--- src/rtl/regfile_scoreboard.sv ---
// Decode-stage register file: NRD combinational read ports, one write-through writeback
// port, and a per-register pending counter scoreboard for long-latency destinations.
module regfile_scoreboard #(
    parameter int DW      = 32,
    parameter int NREG    = 32,
    parameter int NRD     = 2,
    parameter int PEND_W  = 2,
    parameter bit ZERO_R0 = 1'b1,
    localparam int AW     = $clog2(NREG)
) (
    input  logic              sys_clk,
    input  logic              rst_n,
    input  logic [NRD*AW-1:0] rd_addr,
    input  logic [NRD-1:0]    rd_use,
    output logic [NRD*DW-1:0] rd_data,
    output logic [NRD-1:0]    rd_busy,
    input  logic              wr_en,
    input  logic [AW-1:0]     wr_addr,
    input  logic [DW-1:0]     wr_data,
    input  logic              wr_pend_clr,
    input  logic              iss_en,
    input  logic [AW-1:0]     iss_addr,
    output logic              iss_ok,
    input  logic              stall_i,
    input  logic              flush,
    output logic              busy_any
);
    localparam logic [PEND_W-1:0] PEND_MAX  = {PEND_W{1'b1}};
    localparam logic [PEND_W-1:0] PEND_ZERO = {PEND_W{1'b0}};
    localparam logic [PEND_W-1:0] PEND_ONE  = PEND_W'(1'b1);

    logic [DW-1:0]     regs_r    [NREG];
    logic [PEND_W-1:0] cnt_r     [NREG];
    logic [PEND_W-1:0] cnt_nxt_s [NREG];
    logic              busy_any_r;
    logic              busy_nxt_s;
    logic              wr_act_s;
    logic              iss_ok_s;
    logic              inc_s;
    logic              dec_s;

    function automatic logic is_r0(input logic [AW-1:0] a);
        return (ZERO_R0 == 1'b1) && (a == {AW{1'b0}});
    endfunction

    assign wr_act_s = wr_en && !stall_i && !is_r0(wr_addr);
    assign iss_ok   = iss_ok_s;
    assign busy_any = busy_any_r;

    // Issue acceptance and scoreboard increment/decrement requests
    always_comb begin
        iss_ok_s = (cnt_r[iss_addr] != PEND_MAX) &&
                   ((cnt_r[iss_addr] == PEND_ZERO) || (PEND_W > 1));
        inc_s    = iss_en && iss_ok_s && !is_r0(iss_addr);
        dec_s    = wr_en && wr_pend_clr;
    end

    for (genvar k = 0; k < NRD; k++) begin : g_rd
        logic [AW-1:0] ra_s;
        logic          byp_s;
        logic [DW-1:0] data_s;
        logic          busy_s;

        assign ra_s = rd_addr[k*AW +: AW];

        // Read mux with write-through bypass; a retiring last op hides the hazard
        always_comb begin
            byp_s = wr_act_s && (wr_addr == ra_s);
            if (byp_s) begin
                data_s = wr_data;
            end else begin
                data_s = regs_r[ra_s];
            end
            if (is_r0(ra_s)) begin
                busy_s = 1'b0;
            end else if (byp_s && wr_pend_clr && (cnt_r[ra_s] == PEND_ONE)) begin
                busy_s = 1'b0;
            end else begin
                busy_s = rd_use[k] && (cnt_r[ra_s] != PEND_ZERO);
            end
        end

        assign rd_data[k*DW +: DW] = data_s;
        assign rd_busy[k]          = busy_s;
    end

    // Next pending count per register: flush, then stall, then issue/retire
    always_comb begin
        busy_nxt_s = 1'b0;
        for (int r = 0; r < NREG; r++) begin
            cnt_nxt_s[r] = cnt_r[r];
            if (flush) begin
                cnt_nxt_s[r] = PEND_ZERO;
            end else if (stall_i) begin
                cnt_nxt_s[r] = cnt_r[r];
            end else if (inc_s && dec_s && (iss_addr == AW'(r)) && (wr_addr == AW'(r))) begin
                cnt_nxt_s[r] = cnt_r[r];
            end else if (inc_s && (iss_addr == AW'(r))) begin
                cnt_nxt_s[r] = cnt_r[r] + PEND_ONE;
            end else if (dec_s && (wr_addr == AW'(r)) && (cnt_r[r] != PEND_ZERO)) begin
                cnt_nxt_s[r] = cnt_r[r] - PEND_ONE;
            end else begin
                cnt_nxt_s[r] = cnt_r[r];
            end
            busy_nxt_s = busy_nxt_s | (cnt_nxt_s[r] != PEND_ZERO);
        end
    end

    // Scoreboard counters and the registered any-pending flag
    always_ff @(posedge sys_clk or negedge rst_n) begin
        if (!rst_n) begin
            for (int r = 0; r < NREG; r++) begin
                cnt_r[r] <= PEND_ZERO;
            end
            busy_any_r <= 1'b0;
        end else begin
            for (int r = 0; r < NREG; r++) begin
                cnt_r[r] <= cnt_nxt_s[r];
            end
            busy_any_r <= busy_nxt_s;
        end
    end

    // Register array writeback
    always_ff @(posedge sys_clk or negedge rst_n) begin
        if (!rst_n) begin
            for (int r = 0; r < NREG; r++) begin
                regs_r[r] <= {DW{1'b0}};
            end
        end else if (wr_act_s) begin
            regs_r[wr_addr] <= wr_data;
        end
    end
endmodule
--- config.mk ---
export PLATFORM = sky130hd
export DESIGN_NAME = regfile_scoreboard
export DESIGN_NICKNAME = d
export VERILOG_FILES = /design/src/rtl/regfile_scoreboard.sv
export SDC_FILE = /design/constraint.sdc
export NUM_CORES = 2
export LEC_CHECK = 0
export ABC_AREA = 1
export CORE_MARGIN = 2
export CORE_UTILIZATION = 35
export CTS_BUF_LIST = sky130_fd_sc_hd__clkbuf_8 sky130_fd_sc_hd__clkbuf_16
export DETAILED_ROUTE_END_ITERATION = 6
export HOLD_SLACK_MARGIN = 0.05
export PLACE_DENSITY = 0.52
export REMOVE_ABC_BUFFERS = 1
export SYNTH_ARGS = -nofsm -noshare
export SYNTH_HDL_FRONTEND = slang
export SYNTH_SLANG_ARGS = --single-unit
--- constraint.sdc ---
create_clock -name sys_clk -period 2.48 [get_ports sys_clk]
set_input_delay 0.248 -clock sys_clk [delete_from_list [all_inputs] [get_ports sys_clk]]
set_output_delay 0.248 -clock sys_clk [all_outputs]
set_load 0.005 [all_outputs]
[Word-level counts from Yosys, hierarchy flattened]
Index checks and enable logic that the tools add are counted.
Word-level totals
  register bits: 1089
  output and inout bits: 68
Operators by class
  reduce and logical (&&, ||, !) cells: 248
  eq/ne operators: 67
  magnitude comparators: 5
  add/subtract/negate cells: 64
  bitwise gates (word level): 35
  mux-type cells: 184
Operators with widths (number)
  1024-bit bitwise mux: 1
  2-bit two-way mux: 166
  32-bit binary-select mux with 5-bit select: 2
  32-bit two-way mux: 7
  1-bit logical AND: 175
  32-bit demux with 5-bit select: 1
  5-bit == test (second input constant): 32
  2-bit nonzero test: 66
  5-bit by 4-bit == test with 1-bit output (second input constant): 16
  2-bit by 1-bit adder with 2-bit output (second input constant): 32
  2-bit by 1-bit subtractor with 2-bit output (second input constant): 32
  5-bit by 3-bit == test with 1-bit output (second input constant): 8
  1-bit bitwise OR: 31
  2-bit binary-select mux with 5-bit select: 3
  6-bit >= comparator (second input constant): 4
  5-bit NOT with 6-bit output: 4
  5-bit by 2-bit == test with 1-bit output (second input constant): 4
  5-bit logical NOT: 4
  5-bit by 1-bit == test with 1-bit output (second input constant): 2
  5-bit == test: 2
  6-bit by 1-bit less-than comparator with 1-bit output (second input constant): 1
  2-bit by 1-bit == test with 1-bit output (second input constant): 2
  1-bit two-way mux: 4
  1-bit logical NOT: 3
  2-bit != test (second input constant): 1

[Longest topological paths before layout]
  word-level depth: 45
  mapped depth: 27
  depth with buffers taken out: 24

[Worst setup path after synthesis]
OpenSTA, ideal clock, no wires.
  kind: input -> register
  from: input port iss_addr[0]
  to: register busy_any_r, in the netlist busy_any
  setup slack: 0.194 ns
  data required time: 2.361 ns
  path buffers: 5
  arrival: 2.167 ns
  setup time: 0.119 ns
  stages: 25
  path through: buf_6 > buf_6 > buf_6 > nand2_1 > o21ai_1 > nand2_1 > nand2_1 > nand2_1 > nand2_1 > o21ai_1 > nand2_1 > nand2_1 > buf_6 > buf_6 > nand4_1 > nand2_1 > nand2_1 > nand3_1 > nand2_1 > nor2_1 > nand2_1 > nor2_1 > nand2_1 > nor2_1 > nand2_1
Between the ends
  word-level cells in the longest chain between the ends: 45
  elaborated cells between the ends (all ways): 328
Ends and longest elaborated chain
  from (decl): RTL line 22  | input logic [AW-1:0] iss_addr,
  5-bit NOT with 6-bit output
  2-bit binary-select mux with 5-bit select
  2-bit two-way mux (2 in a row)
  2-bit != test: RTL line 52  | iss_ok_s = (cnt_r[iss_addr] != PEND_MAX) &&
  1-bit logical AND (2 in a row): RTL line 54  | inc_s = iss_en && iss_ok_s && !is_r0(iss_addr);
  1-bit logical AND (3 in a row): RTL line 96  | end else if (inc_s && dec_s && (iss_addr == AW'(r)) && (wr_addr == AW'(r))) begin
  2-bit two-way mux: RTL line 96
  2-bit two-way mux: RTL line 94  | end else if (stall_i) begin
  2-bit two-way mux: RTL line 92  | if (flush) begin
  2-bit nonzero test: RTL line 105  | busy_nxt_s = busy_nxt_s | (cnt_nxt_s[r] != PEND_ZERO);
  1-bit bitwise OR (30 in a row): RTL line 105
  1-bit bitwise OR *: RTL line 105
  net busy_nxt_s: RTL line 36  | logic busy_nxt_s;
  to (signal assigned): RTL line 120  | busy_any_r <= busy_nxt_s;
  to (decl): RTL line 35  | logic busy_any_r;
The timed path passes the listed nets; every way through them passes the cells marked *. The select of a mux whose other input is x is not followed.
A chain may end at the register's enable or synchronous reset.

[Final worst setup path]
  from: register cnt_r[17] (netlist name)
  to: output port rd_busy[1]
Between the ends
  word-level cells in the longest chain between the ends: 7
  elaborated cells between the ends (all ways): 9
Ends and longest elaborated chain
  from (decl): RTL line 33  | logic [PEND_W-1:0] cnt_r [NREG];
  from (signal, indexed assignment): RTL line 118  | cnt_r[r] <= cnt_nxt_s[r];
  2-bit binary-select mux with 5-bit select *: RTL line 76, 79
  2-bit two-way mux (implied by the code) * (2 in a row): RTL line 76, 79
  2-bit by 1-bit == test with 1-bit output or 2-bit nonzero test (tied branches): RTL line 76, 79
  1-bit logical AND (on tied branches): RTL line 76, 79
  1-bit two-way mux *: RTL line 76  | end else if (byp_s && wr_pend_clr && (cnt_r[ra_s] == PEND_ONE)) begin
  1-bit two-way mux *: RTL line 74  | if (is_r0(ra_s)) begin
  to (decl): RTL line 16  | output logic [NRD-1:0] rd_busy,
Every way passes the cells marked *; elsewhere a longest branch is shown, timed or not. The select of a mux whose other input is x is not followed.

==> metrics.cfg <==
[floorplan]
die_x_microns = 425
initial_core_util_pct = 35.2
rows = 154
pin_count = 129
core_sq_um = 176000
die_h_microns = 425
die_area_sq_um = 180000

[routing]
vias = 68249
wire_per_inst_microns = 24.7
ant_nets = 0
drtIter0Drc = 8822
drcViolationCount = 0
vias_per_cell = 5.88
routed_wl_mm = 287
dr.pass1.iters = 6

[global_routing]
grt_pass1_vias = 63808
grt_pass1_wl_mm = 422
grt_max_degree = 102
overflow = 0
antenna_found_initial = 2
track_usage_pct = 30.7

[status]
status = complete, but fails checks
violations = setup timing

[pwr]
pwr_density_cell_nw_per_um2 = 650
vdd_drop_max_uv = 758
power_leakage_nw = 36.8
p_total_mw = 52.4

[timing]
finalCritPeriodShare_pct = 121
holdWs_ns = 0.0854
setup_slack_ns = -0.510
worstMarginPinSlew_ns = 0.692
relSlewSlack_pct = 53.8
fmax_ghz = 0.334
fin_crit_ns = 2.99
finClkSkew_ns = 0.0260
hold_viol_final = 0
rsz0062_at_grt = true
slew_violations = 0
setup_viol = 19

[logic_synthesis]
syn_inst = 8690
synth_common_cells = o21ai_0, nand2_1, nor2_1
synth_adder_area_share_pct = 0.646
synth_xor_area_share_pct = 0.0848
synth_flop_cell = dfrtp_1
synth.ff_latch_count = 1089
synth_area_leader_cell = dfrtp_1
synth_area_leaders = dfrtp_1, o21ai_0, nand2_1
synth_edf_count = 0
synth-simple-area-share_pct = 20.5
synth.distinct_cells = 38
syn-cell-area_sq_um = 61900
muxShareOfSynthArea_pct = 0.164
async_flop_share_pct = 100
synth_top_family_by_area = compound AO/OA/AOI/OAI gates
syn_area_per_cell_sq_um = 7.13
synth_compound_area_share_pct = 27.6
seq_area_frac_synth_pct = 44.0
yosysMostFrequentCell = o21ai_0
synth_top_area_share_pct = 44.0
yosys_warnings = 0

[clock_tree]
cts_tree = built
insertion_delay_ns = 0.79
clockBufferDepth = 3
clock_sinks = 1089
cts-root-buf = clkbuf_16
clkTransAtPathRegs_ns = 0.06
cts_made_buffers = 134
htreeDepth = 4

[critical_path]
arrival_ns = 2.74
criticalPathCategory = reg -> out
start_kind = register
required_ns = 2.23
end_kind = output port
crit_fanout = 2

[job]
max-cap-violations = 0

[min_path]
hp-class = in -> async

[placement]
numPortBuffers = 128
gp_congestion = 0.917
hpwl_mm = 182

[finish]
syn2layout_area_growth_pct = 30.3
drive_above_1_share_pct = 19.8
nets = 9255

==> state kept, by name, indices dropped and copies added (netlist names) <==
name	count
regs_r	1024
cnt_r	64
busy_any	1
==> critical path, stage by stage, from the launching register on <==
cell and delay [ns]:
dfrtp_1 0.34, buf_4 0.11, inv_1 0.04, a21oi_1 0.11, o21ai_0 0.17, nand3_1 0.13, nand3_1 0.20, a21oi_2 0.28
o31ai_1 0.11, a21oi_1 0.21, buf_4 0.17, buf_6 0.09
==> logic make-up (layout without fill, tap and decap cells) <==
| logic type | Yosys count | count (layout) |
|---|---|---|
| flops | 1089 | 1089 |
| xor+xnor | 6 | 6 |
| other cells | 0 | 1 |
| mux | 9 | 9 |
| fa+ha+maj | 32 | 32 |
| compound gates | 3195 | 3195 |
| simple gates | 3225 | 3225 |
| buf+inv | 1134 | 1707 |
==> worst paths after layout <==
kind	startpoint	to	slack, ns	depth (start not counted)
max	cnt_r[17]	rd_busy[1]	-0.51	11
min	rst_n	regs_r[107]	0.09	2
max reg2reg	cnt_r[36]	busy_any	-0.34	25
min reg2reg	regs_r[1008]	regs_r[1008]	0.40	0
max in group asynchronous	rst_n	regs_r[382]	1.37	3
min in group sys_clk	wr_data[4]	regs_r[900]	0.16	3
==> metal layers <==
layer	global-route usage [%]	part of all wire (%)	vias to the layer above
li1	-	-	30683
met1	42.0	42	33171
met2	47.6	44	3695
met3	4.96	8.7	700
met4	14.2	5.0	0
met5	0	0	-
==> repair_timing <==
| action | in CTS | in global routing |
|---|---|---|
| hold endpoints to repair | 792 | 0 |
| buffers inserted | 77 | 55 |
| cloned | 7 | 8 |
| hold buffers | 1 | 0 |
| gates resized for setup | 815 | 569 |
| endpoints found under the setup margin | 70 | 108 |
| pin swaps | 270 | 376 |
==> cell type report <==
cell class / instances / area [sq um]
Timing Repair Buffer: 1180 / 12200
Fill cell: 17356 / 95200
Clock buffer: 158 / 3720
Timing Repair inverter: 2 / 22.5
Clock inverter: 79 / 739
Sequential cell: 1089 / 27300
Antenna cell: 1 / 2.50
Tap cell: 2340 / 2930
Inverter: 288 / 1160
Multi-Input combinational cell: 6467 / 32600
==> cell usage in the layout (no fill, tap or decap), types with 114 or more instances in the layout <==
master	synthesis	layout
clkbuf_16	0	143
buf_12	0	221
o21ai_1	23	467
o21ai_2	0	114
dfrtp_1	1089	1088
buf_4	4	763
nand3_1	178	136
o22ai_1	598	519
o21ai_0	2412	1845
nor2_1	1390	1348
inv_1	264	270
nand2_1	1506	1449
==> metrics by stage <==
step	util (%)	TNS (ns)	cells	area (sq um)	setup slack, ns
2_1_floorplan	-	-605.42	7844	58700	-7.00
6_report	45.9	-2.48	11604	80700	-0.510
3_5_place_dp	41.4	-310.47	11248	72900	-1.01
3_3_place_gp	41.4	-292.81	11248	72900	-1.07
5_1_grt	45.9	-5.77	11603	80700	-0.569
4_1_cts	44.8	-5.43	11551	78900	-0.523
==> power breakdown <==
group	internal (mW)	switching (mW)
Combinational	4.30	6.22
Clock	11.9	8.34
Sequential	19.9	1.76
Total	36.1	16.3
Note: power is estimated with default switching activity, not from simulation.
